--- src/rtl/mem_arbiter.sv ---
// Two-requester (instruction fetch / data) arbiter onto one shared memory port.
// Contested grants alternate; a stalled memory is abandoned after TIMEOUT wait cycles.
module mem_arbiter #(
  parameter int AW      = 32,
  parameter int DW      = 32,
  parameter int TIMEOUT = 255
) (
  input  logic          clk,
  input  logic          rst,
  input  logic          i_req,
  input  logic [AW-1:0] i_addr,
  output logic [DW-1:0] i_rdata,
  output logic          i_ack,
  output logic          i_err,
  input  logic          d_req,
  input  logic          d_we,
  input  logic [AW-1:0] d_addr,
  input  logic [DW-1:0] d_wdata,
  output logic [DW-1:0] d_rdata,
  output logic          d_ack,
  output logic          d_err,
  output logic          m_req,
  output logic          m_we,
  output logic [AW-1:0] m_addr,
  output logic [DW-1:0] m_wdata,
  input  logic [DW-1:0] m_rdata,
  input  logic          m_ready
);

  localparam int            CW        = 10;
  localparam logic [CW-1:0] WAIT_LAST = CW'(TIMEOUT - 1);
  localparam logic          LAST_I    = 1'b0;
  localparam logic          LAST_D    = 1'b1;

  typedef enum logic [1:0] {
    IDLE   = 2'd0,
    BUSY_I = 2'd1,
    BUSY_D = 2'd2,
    RESP   = 2'd3
  } state_t;

  state_t        state_q, state_d;
  logic [CW-1:0] cnt_q, cnt_d;
  logic          last_q, last_d;
  logic          m_req_q, m_req_d;
  logic          m_we_q, m_we_d;
  logic [AW-1:0] m_addr_q, m_addr_d;
  logic [DW-1:0] m_wdata_q, m_wdata_d;
  logic          i_ack_q, i_ack_d;
  logic          i_err_q, i_err_d;
  logic [DW-1:0] i_rdata_q, i_rdata_d;
  logic          d_ack_q, d_ack_d;
  logic          d_err_q, d_err_d;
  logic [DW-1:0] d_rdata_q, d_rdata_d;

  // Next-state and next-output logic; acks, errs and rdata default low so they pulse for one cycle
  always_comb begin
    state_d   = state_q;
    cnt_d     = cnt_q;
    last_d    = last_q;
    m_req_d   = m_req_q;
    m_we_d    = m_we_q;
    m_addr_d  = m_addr_q;
    m_wdata_d = m_wdata_q;
    i_ack_d   = 1'b0;
    i_err_d   = 1'b0;
    i_rdata_d = {DW{1'b0}};
    d_ack_d   = 1'b0;
    d_err_d   = 1'b0;
    d_rdata_d = {DW{1'b0}};

    case (state_q)
      IDLE: begin
        // Data wins when alone, or when contested and instruction was granted last
        if (d_req && (!i_req || (last_q == LAST_I))) begin
          state_d   = BUSY_D;
          last_d    = LAST_D;
          cnt_d     = {CW{1'b0}};
          m_req_d   = 1'b1;
          m_we_d    = d_we;
          m_addr_d  = d_addr;
          m_wdata_d = d_wdata;
        end else if (i_req) begin
          state_d   = BUSY_I;
          last_d    = LAST_I;
          cnt_d     = {CW{1'b0}};
          m_req_d   = 1'b1;
          m_we_d    = 1'b0;
          m_addr_d  = i_addr;
          m_wdata_d = {DW{1'b0}};
        end else begin
          state_d = IDLE;
        end
      end

      BUSY_I, BUSY_D: begin
        if (m_ready) begin
          state_d = RESP;
          m_req_d = 1'b0;
          if (state_q == BUSY_I) begin
            i_ack_d   = 1'b1;
            i_rdata_d = m_rdata;
          end else begin
            d_ack_d   = 1'b1;
            d_rdata_d = m_we_q ? {DW{1'b0}} : m_rdata;
          end
        end else if (cnt_q == WAIT_LAST) begin
          state_d = RESP;
          m_req_d = 1'b0;
          if (state_q == BUSY_I) begin
            i_ack_d = 1'b1;
            i_err_d = 1'b1;
          end else begin
            d_ack_d = 1'b1;
            d_err_d = 1'b1;
          end
        end else begin
          cnt_d = cnt_q + 10'd1;
        end
      end

      RESP: begin
        state_d = IDLE;
      end

      default: begin
        state_d = IDLE;
        m_req_d = 1'b0;
      end
    endcase
  end

  // State and registered-output update with asynchronous clear
  always_ff @(posedge clk or negedge rst) begin
    if (!rst) begin
      state_q   <= IDLE;
      cnt_q     <= {CW{1'b0}};
      last_q    <= LAST_I;
      m_req_q   <= 1'b0;
      m_we_q    <= 1'b0;
      m_addr_q  <= {AW{1'b0}};
      m_wdata_q <= {DW{1'b0}};
      i_ack_q   <= 1'b0;
      i_err_q   <= 1'b0;
      i_rdata_q <= {DW{1'b0}};
      d_ack_q   <= 1'b0;
      d_err_q   <= 1'b0;
      d_rdata_q <= {DW{1'b0}};
    end else begin
      state_q   <= state_d;
      cnt_q     <= cnt_d;
      last_q    <= last_d;
      m_req_q   <= m_req_d;
      m_we_q    <= m_we_d;
      m_addr_q  <= m_addr_d;
      m_wdata_q <= m_wdata_d;
      i_ack_q   <= i_ack_d;
      i_err_q   <= i_err_d;
      i_rdata_q <= i_rdata_d;
      d_ack_q   <= d_ack_d;
      d_err_q   <= d_err_d;
      d_rdata_q <= d_rdata_d;
    end
  end

  assign m_req   = m_req_q;
  assign m_we    = m_we_q;
  assign m_addr  = m_addr_q;
  assign m_wdata = m_wdata_q;
  assign i_ack   = i_ack_q;
  assign i_err   = i_err_q;
  assign i_rdata = i_rdata_q;
  assign d_ack   = d_ack_q;
  assign d_err   = d_err_q;
  assign d_rdata = d_rdata_q;

endmodule

--- config.mk ---
export PLATFORM = sky130hd
export DESIGN_NAME = mem_arbiter
export DESIGN_NICKNAME = d
export VERILOG_FILES = /design/src/rtl/mem_arbiter.sv
export SDC_FILE = /design/constraint.sdc
export NUM_CORES = 1
export LEC_CHECK = 0
export CAP_MARGIN = 20
export CORE_MARGIN = 2
export CORE_UTILIZATION = 41
export DETAILED_ROUTE_END_ITERATION = 16
export PLACE_DENSITY_LB_ADDON = 0.12
export RECOVER_POWER = 100
export SLEW_MARGIN = 20
export SYNTH_ARGS = -nofsm -noshare
export SYNTH_HDL_FRONTEND = slang
export SYNTH_SLANG_ARGS = --single-unit
--- constraint.sdc ---
create_clock -name clk -period 2.3 [get_ports clk]
set_clock_uncertainty 0.05 [all_clocks]
set_input_delay 0.23 -clock clk [delete_from_list [all_inputs] [get_ports clk]]
set_output_delay 0.23 -clock clk [all_outputs]
set_load 0.1 [all_outputs]
# ---- After elaboration in Yosys (flattened, before gate mapping)
# Cells that the tools add are included.
dict set report totals {
  out_inout_bits 134
  wordCells 74
  in_bits 134
  reg_bits 147
}
dict set report classes {
  addsub 1
  muxes 41
  n_eq_ne 8
  n_bitwise 1
  reduce_logical 10
}
# operator n
set ops {}
lappend ops {{$mux W32} 11}
lappend ops {{$mux W10} 4}
lappend ops {{$mux W1} 20}
lappend ops {{$pmux W10 S2} 1}
lappend ops {{$add A10 B1 Y10 const B} 1}
lappend ops {{$eq A10 B8 Y1 const B} 1}
lappend ops {{$mux W2} 3}
lappend ops {{$ne A3 B3 Y1 const B} 2}
lappend ops {{$pmux W2 S3} 1}
lappend ops {{$eq A2 B2 Y1 const B} 2}
lappend ops {{$ne A2 B2 Y1 const B} 2}
lappend ops {{$reduce_and A4 Y1} 1}
lappend ops {{$reduce_bool A2 Y1} 2}
lappend ops {{$reduce_and A3 Y1} 1}
lappend ops {{$eq A2 B1 Y1 const B} 1}
lappend ops {{$logic_not A2 Y1} 1}
lappend ops {{$pmux W1 S2} 1}
lappend ops {{$reduce_and A2 Y1} 1}
lappend ops {{$reduce_or A2 Y1} 1}
lappend ops {{$logic_and A1 B1 Y1} 1}
lappend ops {{$logic_not A1 Y1} 1}
lappend ops {{$logic_or A1 B1 Y1} 1}
lappend ops {{$not A1 Y1} 1}

# ---- Logic depth before layout (Yosys ltp)
dict set report logic_depth {
  word_depth 5
  depth_mapped 7
  mapped_depth_nobuf 6
}

# ---- Worst setup path before layout
# Ideal clock, no wire load.
dict set report synth_timing {
  path_kind {reg2reg}
  startpoint {reg state_q[0]}
  endpoint {reg cnt_q[3]}
  setup_time_ps 123
  t_required_ps 2127
  arrival_time_ps 1696
  synth_period_minus_slack_ps 1868
  setup_slack_ps 432
  n_path_buf 1
  stages_incl_launch_ff 8
  path_cell_list {dfrtp_1 > inv_1 > ha_1 > nor2_1 > or2_1 > buf_6 > or4_1 > o221a_2}
}
dict set report synth_via {
  elab_chain_cells 4
  elab_cells_between_ends 10
  cone_classes {5 x eq/ne; 1 x mux; 4 x reduce/logical}
}
# element line_no
set synth_lines {}
lappend synth_lines {{from (decl)} 42} ;# state_t state_q, state_d;
lappend synth_lines {{from (signal assigned)} 150} ;# state_q <= state_d;
lappend synth_lines {{$eq A2 B1 Y1 / $eq A2 B2 Y1 (equally long branches)} 72} ;# case (state_q)
lappend synth_lines {{$reduce_or A2 Y1} 72}
lappend synth_lines {{$ne A2 B2 Y1 (no line) / $reduce_bool A2 Y1 (equally long branches)} n/a}
lappend synth_lines {{$reduce_and A4 Y1 (no line)} n/a}
lappend synth_lines {{to (signal assigned)} 137} ;# cnt_q <= {CW{1'b0}};
lappend synth_lines {{to (signal assigned)} 151} ;# cnt_q <= cnt_d;
lappend synth_lines {{to (decl)} 43} ;# logic [CW-1:0] cnt_q, cnt_d;
# Several ways; a longest one is shown, not always the timed one.
# A chain may end at the register's enable or synchronous reset.

# ---- Final worst setup path
dict set report layout_timing {
  startpoint {reg state_q[1]}
  endpoint {reg cnt_q[8]}
}
# The elaborated chain is that of the path after synthesis.

==> impl_metrics.json <==
{
  "synth-edff-count": 0,
  "min_path_cells": 3,
  "crit_type": "reg -> reg",
  "clockBufferDepth": 2,
  "antennaDiodeCount": 0,
  "failed_checks": "max-capacitance violations, max-slew violations",
  "fmax_ghz": 0.492,
  "tightest_slew_ns": 1.59,
  "synth_top_area_frac": 0.641,
  "fin_crit_sh": 0.883,
  "rsz0062_at_grt": "false",
  "htree_num_levels": 4,
  "drt-vias-per-instance": 4.91,
  "cp-end-kind": "flip-flop",
  "clock_latency_ns": 0.41,
  "ys_seq_area_frac": 0.641,
  "ys_ff_latch": 147,
  "area_delta_synth_final_pct": 46.4,
  "wl_per_cell_um": 16.0,
  "synth_area_leaders": "dfrtp_1 64%, mux2i_1 5.9%, nand2_1 5.3%",
  "max_cap_viol_count": 1,
  "status": "finished, violations left",
  "path_clk_slew_ns": 0.06,
  "numPortBuffers": 267,
  "cts_tree": "built",
  "r2r_start": "state_q[1]$_DFFE_PN0P_",
  "ant_nets": 0,
  "drt_iter0_drc": 194,
  "fin_crit_ns": 2.03,
  "min_path_type": "in -> reg",
  "syn_area_mm2": 0.00574,
  "setup_viol": 0,
  "row_count": 43,
  "die-area_mm2": 0.0150,
  "drc": 0,
  "drive_above_1_share": 0.0821,
  "grt_max_degree": 64,
  "arrival_ns": 2.28,
  "setup_tns_ns": 0,
  "nNetsFinal": 905,
  "cts_resized": 0,
  "yosys_most_used_dff": "dfrtp_1",
  "root_buffer": "clkbuf_16",
  "synth_nets": 637,
  "start_util": 0.417,
  "cts.sinks": 147,
  "yosysMostFrequentCell": "dfrtp_1",
  "start_kind": "flip-flop",
  "ys_warn_count": 0,
  "drt-total-wl_um": 15300,
  "reg2reg_depth": 6,
  "min_to": "i_rdata[12]$_DFF_PN0_",
  "io_pins": 268,
  "fp.dieW_um": 122,
  "synth_top_area_cell": "dfrtp_1",
  "cp_max_fo": 9,
  "synth.avg_cell_area_um2": 11.5,
  "grt-ovfl-total": 0,
  "synth.distinct_cells": 49,
  "r2r_end": "cnt_q[8]$_DFFE_PN0P_",
  "antenna_found_initial": 0,
  "place_hpwl_um": 11200,
  "ff2ff_setup_slack_ns": 0.27,
  "maxSlewViolCount": 62,
  "hold_viol_final": 0,
  "worst_ep_required_time_ns": 2.55,
  "grt_pass1_vias": 4711,
  "cts_buffers": 17,
  "vias": 4714,
  "synthTopCellsByCount": "147 x dfrtp_1, 81 x nand2_1, 72 x nor2_1",
  "async_reset_ff_frac": 1.00,
  "synth_cells": 499,
  "hold_start": "m_rdata[12]",
  "drtPass1Iterations": 4,
  "grt_first_pass_wirelength_um": 23300,
  "track_usage": 0.205,
  "relSlewSlack": -0.0576,
  "place.gp.congestion": 0.836,
  "core_mm2": 0.0138,
  "die_h_um": 122
}
[how the worst max path moves through the flow]
| stage | startpoint | endpoint | slack (ns) |
|---|---|---|---|
| after floorplan | state_q[0]$_DFFE_PN0P_ | cnt_q[3]$_DFFE_PN0P_ | 0.43 |
| after global placement | d_req | cnt_q[8]$_DFFE_PN0P_ | 0.32 |
| after detailed placement | d_req | cnt_q[8]$_DFFE_PN0P_ | 0.23 |
| after CTS | state_q[1]$_DFFE_PN0P_ | cnt_q[8]$_DFFE_PN0P_ | 0.26 |
| after global routing | cnt_q[0]$_DFFE_PN0P_ | state_q[0]$_DFFE_PN0P_ | 0.13 |
| final | state_q[1]$_DFFE_PN0P_ | cnt_q[8]$_DFFE_PN0P_ | 0.27 |
[critical path: stages (launching register included)]
cell,delay [ns]
dfrtp_1,0.38
inv_1,0.08
ha_1,0.24
nor3b_2,0.38
or2_1,0.33
o31ai_1,0.14
a2111oi_2,0.32
[final cells by class]
| cell class | count | area [um2] |
|---|---|---|
| clock inverters | 14 | 191 |
| multi-input cells | 314 | 1860 |
| repair buffers | 282 | 1990 |
| fillers | 1262 | 5370 |
| well taps | 180 | 225 |
| inverters | 5 | 18.8 |
| clock buffers | 18 | 439 |
| flip-flops and latches | 147 | 3680 |
[through the flow]
stage,hold WS [ns],util,std cells,cell area (um2),setup slack (ns)
global placement,0.199,0.603,927,8310,0.318
detailed placement,0.210,0.603,927,8310,0.227
finish,0.316,0.610,960,8400,0.269
floorplan,-0.116,-,499,5740,0.432
global route,0.317,0.610,960,8400,0.129
CTS,0.303,0.650,960,8950,0.258
[layer usage]
metal,GRT usage,vias to the layer above,share of wire
met5,0,-,0
met3,0.0771,26,0.10
li1,-,2237,-
met2,0.346,209,0.49
met1,0.232,2242,0.38
met4,0.0869,0,0.025
[state kept, by name (all words and copies together), names as in the netlist, 2 cells and up]
register and flops:
m_addr 32, d_rdata 32, i_rdata 32, m_wdata 32, state_q 2, cnt_q 10
[cell families after synthesis]
family,Yosys count,synth area share
and+or+nand+nor,184,0.140
adders and majority gates,4,0.00872
muxes,34,0.0593
DFF,147,0.641
buffers and inverters,38,0.0321
AOI/OAI and AO/OA,92,0.119
[timing repair]
item,in CTS,in global routing
hold buffers,1,0
hold endpoints to repair,60,0
buffers inserted,0,0
[layout by cell type, fill, tap and decap left out, types with 4 or more instances in the layout]
master | synthesis | final
a21oi_1 | 5 | 5
a22o_1 | 33 | 33
buf_12 | 0 | 4
buf_4 | 3 | 5
clkbuf_1 | 18 | 129
clkbuf_16 | 0 | 17
clkbuf_2 | 0 | 10
clkdlybuf4s50_1 | 0 | 132
clkinv_4 | 0 | 5
dfrtp_1 | 147 | 147
ha_1 | 4 | 4
inv_1 | 5 | 5
inv_6 | 0 | 4
mux2i_1 | 34 | 34
nand2_1 | 81 | 81
nand3_1 | 6 | 6
nor2_1 | 72 | 72
o21ai_0 | 35 | 37
Power of run 1 is not shown: default switching activity piles up to over one toggle a cycle in this logic, so the estimate is an artifact.
